`src/rtl/instr_fetch_queue.sv`:
```
// Instruction fetch queue: issues sequential fetches, buffers in-order responses with their PCs,
// and flushes/redirects on branch resolution, dropping stale responses still in flight.
module instr_fetch_queue #(
    parameter int              XLEN     = 32,
    parameter int              DEPTH    = 4,
    parameter logic [XLEN-1:0] RESET_PC = 32'h0000_0000
) (
    input  logic                       clk,
    input  logic                       reset_n,
    output logic                       imem_req_valid,
    input  logic                       imem_req_ready,
    output logic [XLEN-1:0]            imem_req_addr,
    input  logic                       imem_rsp_valid,
    input  logic [31:0]                imem_rsp_instr,
    input  logic                       redirect_valid,
    input  logic [XLEN-1:0]            redirect_pc,
    output logic                       out_valid,
    input  logic                       out_ready,
    output logic [31:0]                out_instr,
    output logic [XLEN-1:0]            out_pc,
    output logic [$clog2(DEPTH):0]     count
);

    localparam int PW = $clog2(DEPTH);
    localparam int CW = PW + 1;
    localparam logic [CW:0] DEPTH_W = (CW+1)'(DEPTH);
    localparam logic [XLEN-1:0] ALIGN_MASK = ~(XLEN'(3));

    logic [XLEN-1:0] fetch_pc;
    logic [XLEN-1:0] rsp_pc;
    logic [CW-1:0]   count_q;
    logic [CW-1:0]   inflight;
    logic [CW-1:0]   drop_cnt;
    logic [PW-1:0]   rd_ptr;
    logic [PW-1:0]   wr_ptr;
    logic [31:0]     instr_mem [DEPTH];
    logic [XLEN-1:0] pc_mem    [DEPTH];

    logic            req_fire;
    logic            rsp_take;
    logic            rsp_drop;
    logic            push;
    logic            pop;
    logic [CW:0]     occupancy;
    logic [CW-1:0]   inflight_next;
    logic [XLEN-1:0] redirect_aligned;

    // Outstanding requests count against capacity so every response is guaranteed a slot.
    assign occupancy        = {1'b0, count_q} + {1'b0, inflight};
    assign imem_req_valid   = reset_n && (occupancy < DEPTH_W) && !redirect_valid;
    assign imem_req_addr    = fetch_pc & ALIGN_MASK;
    assign req_fire         = imem_req_valid && imem_req_ready;

    // A response with nothing in flight is spurious and ignored entirely.
    assign rsp_take         = imem_rsp_valid && (inflight != '0);
    assign rsp_drop         = rsp_take && (drop_cnt != '0);
    assign push             = rsp_take && (drop_cnt == '0) && !redirect_valid;
    assign inflight_next    = inflight + CW'(req_fire) - CW'(rsp_take);
    assign redirect_aligned = redirect_pc & ALIGN_MASK;

    assign out_valid = (count_q != '0) && !redirect_valid;
    assign pop       = out_valid && out_ready;
    assign out_instr = (count_q != '0) ? instr_mem[rd_ptr] : '0;
    assign out_pc    = (count_q != '0) ? pc_mem[rd_ptr]    : '0;
    assign count     = count_q;

    always_ff @(posedge clk or negedge reset_n) begin
        if (!reset_n) begin
            fetch_pc <= RESET_PC;
            rsp_pc   <= RESET_PC;
            count_q  <= '0;
            inflight <= '0;
            drop_cnt <= '0;
            rd_ptr   <= '0;
            wr_ptr   <= '0;
        end else begin
            inflight <= inflight_next;
            if (redirect_valid) begin
                // Everything still in flight after this cycle belongs to the old path.
                fetch_pc <= redirect_aligned;
                rsp_pc   <= redirect_aligned;
                count_q  <= '0;
                rd_ptr   <= '0;
                wr_ptr   <= '0;
                drop_cnt <= inflight_next;
            end else begin
                if (req_fire) begin
                    fetch_pc <= fetch_pc + XLEN'(4);
                end
                if (rsp_drop) begin
                    drop_cnt <= drop_cnt - CW'(1);
                end
                if (push) begin
                    wr_ptr <= wr_ptr + PW'(1);
                    rsp_pc <= rsp_pc + XLEN'(4);
                end
                if (pop) begin
                    rd_ptr <= rd_ptr + PW'(1);
                end
                count_q <= count_q + CW'(push) - CW'(pop);
            end
        end
    end

    always_ff @(posedge clk) begin
        if (push) begin
            instr_mem[wr_ptr] <= imem_rsp_instr;
            pc_mem[wr_ptr]    <= rsp_pc;
        end
    end

endmodule

```
`config.mk`:
```
export PLATFORM = sky130hd
export DESIGN_NAME = instr_fetch_queue
export DESIGN_NICKNAME = d
export VERILOG_FILES = /design/src/rtl/instr_fetch_queue.sv
export SDC_FILE = /design/constraint.sdc
export NUM_CORES = 1
export LEC_CHECK = 0
export BUFFER_PORTS_ARGS = -buffer_cell sky130_fd_sc_hd__buf_2
export CAP_MARGIN = 20
export CELL_PAD_IN_SITES_DETAIL_PLACEMENT = 0
export CELL_PAD_IN_SITES_GLOBAL_PLACEMENT = 1
export CORE_UTILIZATION = 45
export CTS_CLUSTER_DIAMETER = 80
export DETAILED_ROUTE_END_ITERATION = 6
export GPL_TIMING_DRIVEN = 0
export HOLD_SLACK_MARGIN = 0.15
export PLACE_DENSITY_LB_ADDON = 0.1
export SYNTH_ARGS = -nofsm -noshare
export SYNTH_HDL_FRONTEND = slang
export SYNTH_SLANG_ARGS = --single-unit
```
`constraint.sdc`:
```
create_clock -name clk -period 3.85 [get_ports clk]
set_clock_uncertainty 0.1 [all_clocks]
set_input_delay 0.77 -clock clk [delete_from_list [all_inputs] [get_ports clk]]
set_output_delay 0.77 -clock clk [all_outputs]
set_load 0.1 [all_outputs]
```
Word level (Yosys, flattened, before mapping)

Memory sizes are Yosys's and may differ from the RTL's.
Cells that the tools add are included.
W data, S select, Z words.

$add $sub $neg: 10
Magnitude comparators: 1
Reduce and logical (&&, ||, !) cells: 18
Mux-type cells: 15

Operators with widths:

| cell                    | number |
|---|---|
| $mux W32                | 6 |
| $add A32 B3 Y32 const B | 2 |
| $logic_and A1 B1 Y1     | 9 |
| $mux W3                 | 3 |
| $reduce_bool A3 Y1      | 3 |
| $mux W2                 | 4 |
| $reduce_bool A2 Y1      | 4 |
| $add A3 B1 Y3           | 2 |
| $sub A3 B1 Y3           | 2 |
| $add A2 B1 Y2 const B   | 2 |
| $add A3 B3 Y4           | 1 |
| $lt A4 B3 Y1 const B    | 1 |
| $logic_not A3 Y1        | 1 |
| $sub A3 B1 Y3 const B   | 1 |
| $mux W1                 | 2 |
| $logic_not A1 Y1        | 1 |

Memories kept: 2
Bits in writable memories: 256
Flip-flop bits (word level): 77
Logic and storage cells: 53
Input bits: 70
Output and inout port bits: 101

Memory list:

| memory    | words | width | rd ports | clocked after Yosys merged registers in | wr ports | line | source |
|---|---|---|---|---|---|---|---|
| instr_mem | 4     | 32    | 1        | 0                                       | 1        | 36   | `logic [31:0] instr_mem [DEPTH];` |
| pc_mem    | 4     | 32    | 1        | 0                                       | 1        | 37   | `logic [XLEN-1:0] pc_mem [DEPTH];` |

Depth between registers and ports, before layout

Gate-level depths: netlist of run 1.

Depth in word-level cells: 8
Depth in mapped cells: 14
Mapped depth without buffers: 12

Worst setup path before layout of run 1

No wires, ideal clock.

Path type: flip-flop to flip-flop
Start: register count_q[2], in the netlist count[2]
End: register drop_cnt[2]
Arrival: 3,343 ps
Stages on the path, launching flop included: 15
Setup time: 134 ps
Setup slack: 274 ps
Buffers on the path: 2
Period minus slack after synthesis: 3,576 ps
Required time: 3,616 ps
Path through: dfrtp_1 ha_1 nor4_2 and4_1 buf_4 inv_2 clkbuf_1 ha_1 inv_1 ha_1 fa_1 xnor2_1 xnor2_1 nand2_1 o21ai_0

Word-level cells in the longest chain between the ends: 8

RTL lines:

| item                              | line | source |
|---|---|---|
| start: declaration                | 31   | `logic [CW-1:0] count_q;` |
| start signal: assignment          | 100  | `count_q <= count_q + CW'(push) - CW'(pop);` |
| $add A3 B3 Y4                     | 49   | `assign occupancy = {1'b0, count_q} + {1'b0, inflight};` |
| $lt A4 B3 Y1                      | 50   | `assign imem_req_valid = reset_n && (occupancy < DEPTH_W) && !redirect_valid;` |
| $logic_and A1 B1 Y1 (2 in series) | 50   |  |
| $logic_and A1 B1 Y1               | 52   | `assign req_fire = imem_req_valid && imem_req_ready;` |
| $add A3 B1 Y3                     | 58   | `assign inflight_next = inflight + CW'(req_fire) - CW'(rsp_take);` |
| $sub A3 B1 Y3                     | 58   |  |
| named net inflight_next[2]        | 45   | `logic [CW-1:0] inflight_next;` |
| $mux W3                           | 78   | `if (redirect_valid) begin` |
| end signal: assignment            | 85   | `drop_cnt <= inflight_next;` |
| end signal: assignment            | 91   | `drop_cnt <= drop_cnt - CW'(1);` |
| end: declaration                  | 33   | `logic [CW-1:0] drop_cnt;` |

The timed path passes the listed nets, and every way through them passes these cells.
A chain may end at the register's enable or synchronous reset.

Final worst setup path of run 1

Start: register rd_ptr[1]
End: output out_pc[20]

Word-level cells in the longest chain between the ends: 2

RTL lines:

| item                     | line | source |
|---|---|---|
| start: declaration       | 34   | `logic [PW-1:0] rd_ptr;` |
| start signal: assignment | 98   | `rd_ptr <= rd_ptr + PW'(1);` |
| $mem_v2 Z4 W32           | --   |  |
| $mux W32                 | 64   | `assign out_pc = (count_q != '0) ? pc_mem[rd_ptr] : '0;` |
| end: declaration         | 20   | `output logic [XLEN-1:0] out_pc,` |

No other way between the ends.

==> metrics, run 1 <==
Final GP Congestion 0.833; worst reg2reg setup slack 0.59 ns; Yosys reg bits 321; final setup TNS 0 ns; setup violators final 0; cts bufs inserted 36; P per Cell Area 765 nW/um2; total power 12.3 mW; Area after DPL 14,900 um2; fin crit period 3.63 ns; final setup margin 0.219 ns; clk slew on worst S/H paths 0.06 ns; most common cell in the netlist edfxtp_1; Setup crit start rd_ptr[1]$_DFFE_PN0P_; global route overflow 0; hold depth 1; proportion of layout cells with a drive suffix above 1 28.6%; Worst setup EP type primary output; crit path DAT 2.76 ns; total wire length 30,000 um; chip width 175 um; Final Util 55.5%; FF-to-FF path depth 14; fin cells 1,467; Die Height 175 um; post-DR wirelength/cell 20.5 um; RSZ-0062 raised after global routing no; sequential share of the synthesized area 69.0%; Fmax achieved 275 MHz; Finished Cell Area 16,100 um2; dpl cells 1,401; first-pass GRT wire length 46,800 um; largest net degree at the start of global routing 69; status complete, no violations; Initial Util 46.3%; DP HPWL 20,200 um; period utilisation layout 94.3%; Core Area 29,000 um2; WHS Endpoint instr_mem[2][2]$_DFFE_PP_; # DRC 0; Ys Warns 0; Syn-to-layout area delta 19.8%; Core Rows 62; critical path required time 2.98 ns; CP Launch Type flop; vias per inst 5.35; # IOs 171; final hold viol count 0; synth top area cells edfxtp_1 55%, dfrtp_1 14%, mux4_2 10%, and2_1 3.3%, xor2_1 1.9%; worst relative slew slack 42.0%; Tot GR Track Use 20.2%; Max-cap violations 0; HP Start imem_rsp_instr[2]; critical path class reg2out; Syn Std Cell Area 13,400 um2; port bufs 164; post-synthesis cell type count 46; Max VDD drop 0.386 mV; CTS root buffer clkbuf_16; # nets final 1,142; Clock Path Buffers 3; ranking of synthesized cells by instance count 248 x edfxtp_1, 73 x dfrtp_1, 71 x and2_1, 62 x mux4_2, 56 x nand2_1; H-tree Lvls 2; vias in the first global route 7,994; Post-DRT Antenna Nets 0; Mapped Cells 844; number of enable flip-flop cells after synthesis 248; initial DRC count 630; reg-to-reg startpoint count[1]$_DFF_PN0_; Worst Path Max Fanout 10; Hold Path Class in2reg; via count 7,854; ys flop type edfxtp_1; TritonCTS clock tree done; dominant cell type by area after synthesis edfxtp_1; DRT Pass-1 Iters 7; RR Endpoint drop_cnt[2]$_DFFE_PN0P_; minimum hold slack 0.370 ns; worst skew pair latency 0.51 ns; area of the die 30,600 um2; Tightest Pin Transition 0.863 ns; Post-synth ARST share 22.7%; n_diodes 0; Synth top area share 55.4%; antenna violations before repair 1; post-CTS setup buffer count 0; final max-slew violation count 0; Leakage 5.87 nW; setup slack at placement 0.111 ns; Syn Area/Cell 15.9 um2; clock sinks 321
-- worst max-delay path, cell delays in order, from the launching register on --
cell	delay (ns)
dfrtp_1	0.32
clkbuf_1	0.39
clkbuf_1	0.59
mux4_2	0.32
and2_1	0.19
buf_2	0.45
-- per-layer routing --
metal	wire, um	global-route usage (%)	up-vias	part of all wire (%)
met5	17	0	-	0.057
met4	486	4.53	2	1.6
met3	1560	3.35	46	5.2
met2	14200	32.7	222	47
met1	13800	28.9	3910	46
li1	-	-	3674	-
-- cell usage in the layout, fill, tap and decap left out, types with 7 or more instances in the layout --
| cell | count |
|---|---|
| nand4_1 | 22 |
| inv_1 | 18 |
| ha_1 | 14 |
| dfrtp_1 | 73 |
| clkinv_1 | 9 |
| o21ai_0 | 43 |
| edfxtp_1 | 248 |
| and2_1 | 67 |
| clkbuf_16 | 38 |
| mux4_2 | 62 |
| o311ai_0 | 9 |
| and4_1 | 7 |
| buf_2 | 169 |
| clkbuf_1 | 31 |
| nor3_1 | 8 |
| a21oi_1 | 10 |
| nand2_1 | 56 |
| xor2_1 | 29 |
| xnor2_1 | 12 |
| buf_4 | 7 |
| nand3_1 | 39 |
| nor2_1 | 23 |
| o211ai_1 | 13 |
-- worst max path at each step --
stage	endpoint	slack, ns
after floorplan	drop_cnt[2]$_DFFE_PN0P_	0.27
after global placement	pc_mem[0][30]$_DFFE_PP_	-1.32
after detailed placement	drop_cnt[2]$_DFFE_PN0P_	0.11
after CTS	out_pc[29]	0.01
after global routing	drop_cnt[2]$_DFFE_PN0P_	0.07
final	out_pc[20]	0.22
-- final cells by class --
type                    count  area [um2]
flip-flops and latches    321        9270
clock inverters            24         226
clock buffers              41         941
repair buffers            172         988
inverters                  19        71.3
well taps                 384         480
plain buffers              40         179
fillers                  2427       12900
multi-input cells         466        3940
-- report_power, final --
group	switching [mW]	total, mW	internal (mW)
clock network	1.34	3.37	2.03
logic	3.72	4.78	1.06
registers	0.200	4.17	3.97
total	5.27	12.3	7.05
-- what timing repair did --
item / in CTS / in global routing
pin swaps: 0 / 0
hold buffers: 1 / 0
hold endpoints to repair: 7 / 0
endpoints found under the setup margin: 4 / 9
cloned: 0 / 1
resized for setup: 0 / 4
-- flip-flops by register name, indices dropped and copies added, names as in the netlist --
register and cells:
instr_mem 128, pc_mem 120, fetch_pc 30, rsp_pc 30, count 3, drop_cnt 3, inflight 3, rd_ptr 2
wr_ptr 2
-- cells by family (layout without fill, tap and decap cells) --
family,count (synthesis),in the layout,synth area share [%]
multiplexers,65,65,10.6
AO/OA/AOI/OAI,87,87,3.99
AND/OR/NAND/NOR,253,253,10.2
buffers and inverters,60,296,1.87
adder cells (fa/ha/maj),16,16,1.60
XOR/XNOR,41,41,2.67
other,1,4,0.0279
flip-flops,321,321,69.0
Note: power is estimated with default switching activity, not from simulation.
==> run 2: changes to the inputs <==
Settings changed: GPL_TIMING_DRIVEN 0 to default.
==> run 2 against run 1 <==
Critical path type unchanged. Flip-flop and latch count stayed put. Sequential power grew 1%. Die area unchanged. Wire length is 4.0% lower. Hold slack got worse by 0.091 ns. Design area decreased by 0.29%. Power shrank 0.56%. Non-clock buffer count shrank 19. First-iteration DRC count decreased by 23%. Core utilization down 0.16 points. Global-route usage down 0.67 points. Clock power decreased by 2%.
==> metrics, run 2 (synthesized netlist as in run 1, its figures left out) <==
global route overflow 0 (unchanged); total wire length 28,800 um (-4.0%); final setup margin 0.479 ns (+0.259 ns); Post-DRT Antenna Nets 0 (unchanged); Critical Path Max Stage Delay 0.68 ns (+0.09 ns); CP Cell Sequence buf_4 -> mux4_2 -> and2_1 -> buf_2; FF-to-FF path depth 10 (-4); largest net degree at the start of global routing 68 (-1.4%); status complete, no violations; port bufs 164 (unchanged); fin cells 1,445 (-1.5%); RSZ-0062 raised after global routing no; critical path required time 2.98 ns (about the same); cts bufs inserted 35 (-2.8%); Finished Cell Area 16,000 um2 (-0.29%); Core Area 29,000 um2 (unchanged); dpl cells 1,382 (-1.4%); Most flops, register instr_mem; commonest non-fill, non-tap cell in the layout edfxtp_1; final hold viol count 0 (unchanged); # IOs 171 (unchanged); Worst setup EP type primary output; number of hold buffers added after CTS 0 (-1); reg-to-reg startpoint inflight[2]$_DFF_PN0_; area of the die 30,600 um2 (unchanged); post-CTS setup buffer count 0 (unchanged); # DRC 0 (unchanged); H-tree Lvls 2 (unchanged); clk slew on worst S/H paths 0.06 ns (about the same); DRT Pass-1 Iters 5 (-2); Die Height 175 um (unchanged); crit path DAT 2.50 ns (-0.26 ns); via count 7,821 (-0.42%); worst relative slew slack 40.3% (-1.7 points); Syn-to-layout area delta 19.4%; period utilisation layout 87.6% (-6.7 points); Tot GR Track Use 19.5% (-0.67 points); final setup TNS 0 ns (unchanged); Worst Path Max Fanout 19 (+9); Worst path top cell family by delay flip-flops; vias per inst 5.41 (+1.1%); worst reg2reg setup slack 0.78 ns (+0.19 ns); Core Rows 62 (unchanged); initial DRC count 482 (-23%); TritonCTS clock tree done; CTS root buffer clkbuf_16; DP HPWL 18,800 um (-6.9%); most frequent cells in the layout 248 x edfxtp_1, 163 x buf_2, 71 x dfrtp_1, 67 x and2_1, 62 x mux4_2; chip width 175 um (unchanged); CP Launch Type flop; Hold Path Class in2async; Clock Path Buffers 3 (unchanged); sw frac 42.2% (-0.56 points); max reg flops 128 (unchanged); minimum hold slack 0.279 ns (-0.0908 ns); P per Cell Area 763 nW/um2 (-0.28%); antenna violations before repair 1 (unchanged); vias in the first global route 7,964 (-0.38%); Comb power frac 38.5% (-0.3 points); post-DR wirelength/cell 20.0 um (-2.5%); Tightest Pin Transition 0.888 ns (+0.0251 ns); worst skew pair latency 0.50 ns (about the same); proportion of layout cells with a drive suffix above 1 30.3% (+1.7 points); Initial Util 46.3% (unchanged); Critical Path Slowest Stage Cell dfrtp_4; Max VDD drop 0.437 mV (+13%); critical path class reg2out; final max-slew violation count 0 (unchanged); setup violators final 0 (unchanged); internal power 7.08 mW (+0.41%); Clk pwr share 26.9% (-0.5 points); Largest regs instr_mem (128), pc_mem (120); first-pass GRT wire length 45,600 um (-2.5%); n_diodes 0 (unchanged); Final Util 55.3% (-0.16 points); fraction of power consumed by sequential logic 34.6% (+0.8 points); Buf/Inv on CP 2 (-1); Leakage 5.87 nW (about the same); setup slack at placement 0.582 ns (+0.472 ns); clock sinks 321 (unchanged); Final GP Congestion 0.798 (-4.2%); Max-cap violations 0 (unchanged); post-CTS sizing 0 (unchanged); Switch Pwr 5.17 mW (-1.9%); # nets final 1,122 (-1.8%); Area after DPL 14,900 um2 (about the same); RR Endpoint drop_cnt[2]$_DFFE_PN0P_; Fmax achieved 297 MHz (+7.7%); fin crit period 3.37 ns (-0.259 ns); total power 12.2 mW (-0.56%)
[run 2: cell type report]
| type | instances | area (um2) |
|---|---|---|
| inverter | 19 | 71.3 |
| timing repair buffer | 193 | 1140 |
| clock inverter | 18 | 188 |
| fill | 2428 | 13000 |
| tap | 384 | 480 |
| clock buffer | 44 | 952 |
| multi-input combinational | 466 | 3940 |
| sequential | 321 | 9280 |
[run 2: per-layer routing]
| layer | up-vias | GRT usage, % | share of wire [%] |
|---|---|---|---|
| met2 | 230 | 31.3 | 47 |
| met1 | 3918 | 28.0 | 46 |
| li1 | 3638 | - | - |
| met5 | - | 0 | 0.038 |
| met4 | 2 | 4.38 | 1.5 |
| met3 | 33 | 3.48 | 5.1 |
[run 2: worst max-delay path by stage]
stage,startpoint,end,slack [ns],cells after the start
final,rd_ptr[0]$_DFFE_PN0P_,out_instr[31],0.48,4
after detailed placement,redirect_valid,drop_cnt[2]$_DFFE_PN0P_,0.58,12
after CTS,rd_ptr[0]$_DFFE_PN0P_,out_instr[31],0.39,4
after global placement,redirect_valid,drop_cnt[2]$_DFFE_PN0P_,0.59,12
after global routing,rd_ptr[0]$_DFFE_PN0P_,out_instr[14],0.34,4
after floorplan,count[2]$_DFF_PN0_,drop_cnt[2]$_DFFE_PN0P_,0.27,14
[run 2: power by group through the flow]
stage | clock network (mW) | registers, mW | logic, mW
floorplan | 0 | 4.56 | 3.61
global route | 3.51 | 4.28 | 4.97
CTS | 3.38 | 4.24 | 4.79
detailed placement | 0 | 4.31 | 4.78
finish | 3.29 | 4.23 | 4.72
global placement | 0 | 4.30 | 4.77
[run 2: worst register-to-register path, stage by stage (launching register included)]
cell and delay, ns:
dfrtp_1 0.41, o31ai_1 0.76, inv_1 0.27, ha_1 0.36, inv_1 0.04, ha_1 0.18
fa_1 0.38, xnor2_1 0.17, xnor2_1 0.15, nand2_1 0.08, o21ai_0 0.10
==> run 3: changes to the inputs <==
Settings changed: CAP_MARGIN 20 to default, CORE_UTILIZATION 45 to 44, SKIP_LAST_GASP from default to 1.
Clock period 3.85 ns to 3 ns, I/O delays scaled along.
==> run 3 against run 2 <==
Core utilization is 0.47 points lower. Clock power increased by 26%. Die area grew 2.2%. Flip-flop and latch count is the same. Via count increased by 0.87%. Setup slack lost 0.44 ns. Largest cell class unchanged.
==> metrics, run 3 (synthesized netlist as in run 1, its figures left out) <==
status complete, no violations; Critical Path Max Stage Delay 0.52 ns (-0.16 ns); worst reg2reg setup slack 0.18 ns (-0.60 ns); proportion of layout cells with a drive suffix above 1 35.4% (+5.1 points); Max-cap violations 0 (unchanged); period utilisation layout 98.6%; Die Height 177 um (+1.1%); reg-to-reg startpoint count[2]$_DFF_PN0_; critical path required time 2.30 ns (-0.68 ns); chip width 177 um (+1.1%); # DRC 0 (unchanged); Syn-to-layout area delta 21.9%; post-CTS setup buffer count 0 (unchanged); vias per inst 5.40 (-0.30%); Most flops, register instr_mem; Core Rows 63 (+1.6%); Hold Path Class in2reg; Post-DRT Antenna Nets 0 (unchanged); Initial Util 45.0% (-1.3 points); Switch Pwr 6.71 mW (+30%); total power 16.0 mW (+30%); final setup TNS 0 ns (unchanged); port bufs 164 (unchanged); most frequent cells in the layout 248 x edfxtp_1, 107 x buf_2, 73 x buf_4, 69 x dfrtp_1, 62 x mux4_2; worst skew pair latency 0.50 ns (about the same); minimum hold slack 0.200 ns (-0.0789 ns); fillcell total 2,510 (+3.4%); post-DR wirelength/cell 19.8 um (-0.77%); initial DRC count 533 (+11%); largest net degree at the start of global routing 65 (-4.4%); Worst Path Max Fanout 64 (+45); fin crit period 2.96 ns; Critical Path Stages 4 (unchanged); fraction of power consumed by sequential logic 33.7% (-0.9 points); RSZ-0062 raised after global routing yes; FF-to-FF path depth 12 (+2); Core Area 29,900 um2 (+3.0%); # nets final 1,131 (+0.80%); Worst path top cell family by delay simple AND/OR/NAND/NOR gates; Max VDD drop 0.411 mV (-5.9%); Largest regs instr_mem (128), pc_mem (120); commonest non-fill, non-tap cell in the layout edfxtp_1; clock sinks 321 (unchanged); crit path DAT 2.26 ns (-0.24 ns); cts bufs inserted 36 (+2.9%); Comb power frac 40.5% (+2.0 points); CTS root buffer clkbuf_16; CP endpoint out_instr[13]; # IOs 171 (unchanged); RR Endpoint drop_cnt[2]$_DFFE_PN0P_; P per Cell Area 975 nW/um2 (+28%); CP Launch Type flop; setup violators final 0 (unchanged); DRT Pass-1 Iters 5 (unchanged); max reg flops 128 (unchanged); Setup crit start count[1]$_DFF_PN0_; final hold viol count 0 (unchanged); critical path class reg2out; Final GP Congestion 0.813 (+1.9%); antenna violations before repair 0 (-1); H-tree Lvls 2 (unchanged); Tightest Pin Transition 0.786 ns (-0.102 ns); global route overflow 0 (unchanged); Critical Path Slowest Stage Cell or3_2; Clock Path Buffers 3 (unchanged); n_diodes 0 (unchanged); via count 7,889 (+0.87%); clk slew on worst S/H paths 0.06 ns (about the same); worst relative slew slack 47.6% (+7.3 points); Worst setup EP type primary output; Clk pwr share 25.8% (-1.1 points); Tot GR Track Use 19.2% (-0.33 points); final max-slew violation count 0 (unchanged); internal power 9.27 mW (+31%); DP HPWL 18,700 um (-0.68%); vias in the first global route 8,210 (+3.1%); Fmax achieved 338 MHz; first-pass GRT wire length 45,900 um (+0.48%); sw frac 42.0% (-0.21 points); Buf/Inv on CP 2 (unchanged); total wire length 29,000 um (+0.40%); area of the die 31,200 um2 (+2.2%); CP Cell Sequence or3_2 -> buf_12 -> and2_2 -> clkbuf_4; Leakage 5.93 nW (+0.97%); TritonCTS clock tree done
==> run 3: cell types whose count changed in the layout (fill, tap and decap cells not counted), sizes merged <==
cell and change:
inv +2, bufinv -2, clkinvlp +3, clkinv -2, dlygate4sd3 +1, clkbuf +8
buf +1
==> run 3: metal layers <==
metal	part of all wire (%)	GRT usage, %
met1	45	26.8
met2	48	31.3
met3	5.0	3.11
met4	2.0	5.35
met5	0	0
==> run 3: timing repair <==
action,CTS,global route
resized for setup,22,60
endpoints found under the hold margin,14,0
setup endpoints to repair,22,33
hold buffers,1,0
==> run 3: layout make-up <==
type,count,area [um2],share of cell area [%]
clock buffers,46,960,5.86
inverters,19,71.3,0.435
well taps,390,488,2.98
flip-flops and latches,321,9290,56.7
clock inverters,19,154,0.939
repair buffers,201,1420,8.66
multi-input cells,466,4010,24.5
==> run 3: worst min-delay path by stage <==
stage                        startpoint  depth (start not counted)  slack [ns]                        end
3_3_place_gp     rsp_pc[25]$_DFFE_PN0N_                          0        0.42    pc_mem[2][25]$_DFFE_PP_
4_1_cts               imem_rsp_instr[9]                          1        0.18  instr_mem[2][9]$_DFFE_PP_
6_report              imem_rsp_instr[8]                          1        0.20  instr_mem[2][8]$_DFFE_PP_
3_5_place_dp   fetch_pc[31]$_DFFE_PN0P_                          1        0.43   fetch_pc[31]$_DFFE_PN0P_
2_1_floorplan                   reset_n                          0        0.20         count[0]$_DFF_PN0_
5_1_grt               imem_rsp_instr[8]                          1        0.18  instr_mem[3][8]$_DFFE_PP_
==> run 3: metrics by stage <==
| step | util [%] | cell area, um2 | setup slack [ns] | std cells |
|---|---|---|---|---|
| floorplan | - | 13500 | -0.123 | 847 |
| global placement | 50.6 | 15100 | 0.154 | 1396 |
| detailed placement | 50.6 | 15100 | 0.138 | 1396 |
| CTS | 54.6 | 16300 | 0.000185 | 1462 |
| global route | 54.9 | 16400 | -0.0232 | 1462 |
| finish | 54.9 | 16400 | 0.0409 | 1462 |
==> run 3: power groups by stage <==
stage / clock [mW] / combinational, mW / sequential [mW]
after CTS: 4.24 / 6.45 / 5.38
after floorplan: 0 / 4.72 / 5.86
final: 4.13 / 6.47 / 5.38
after global routing: 4.40 / 6.81 / 5.42
after detailed placement: 0 / 6.35 / 5.47
after global placement: 0 / 6.32 / 5.47
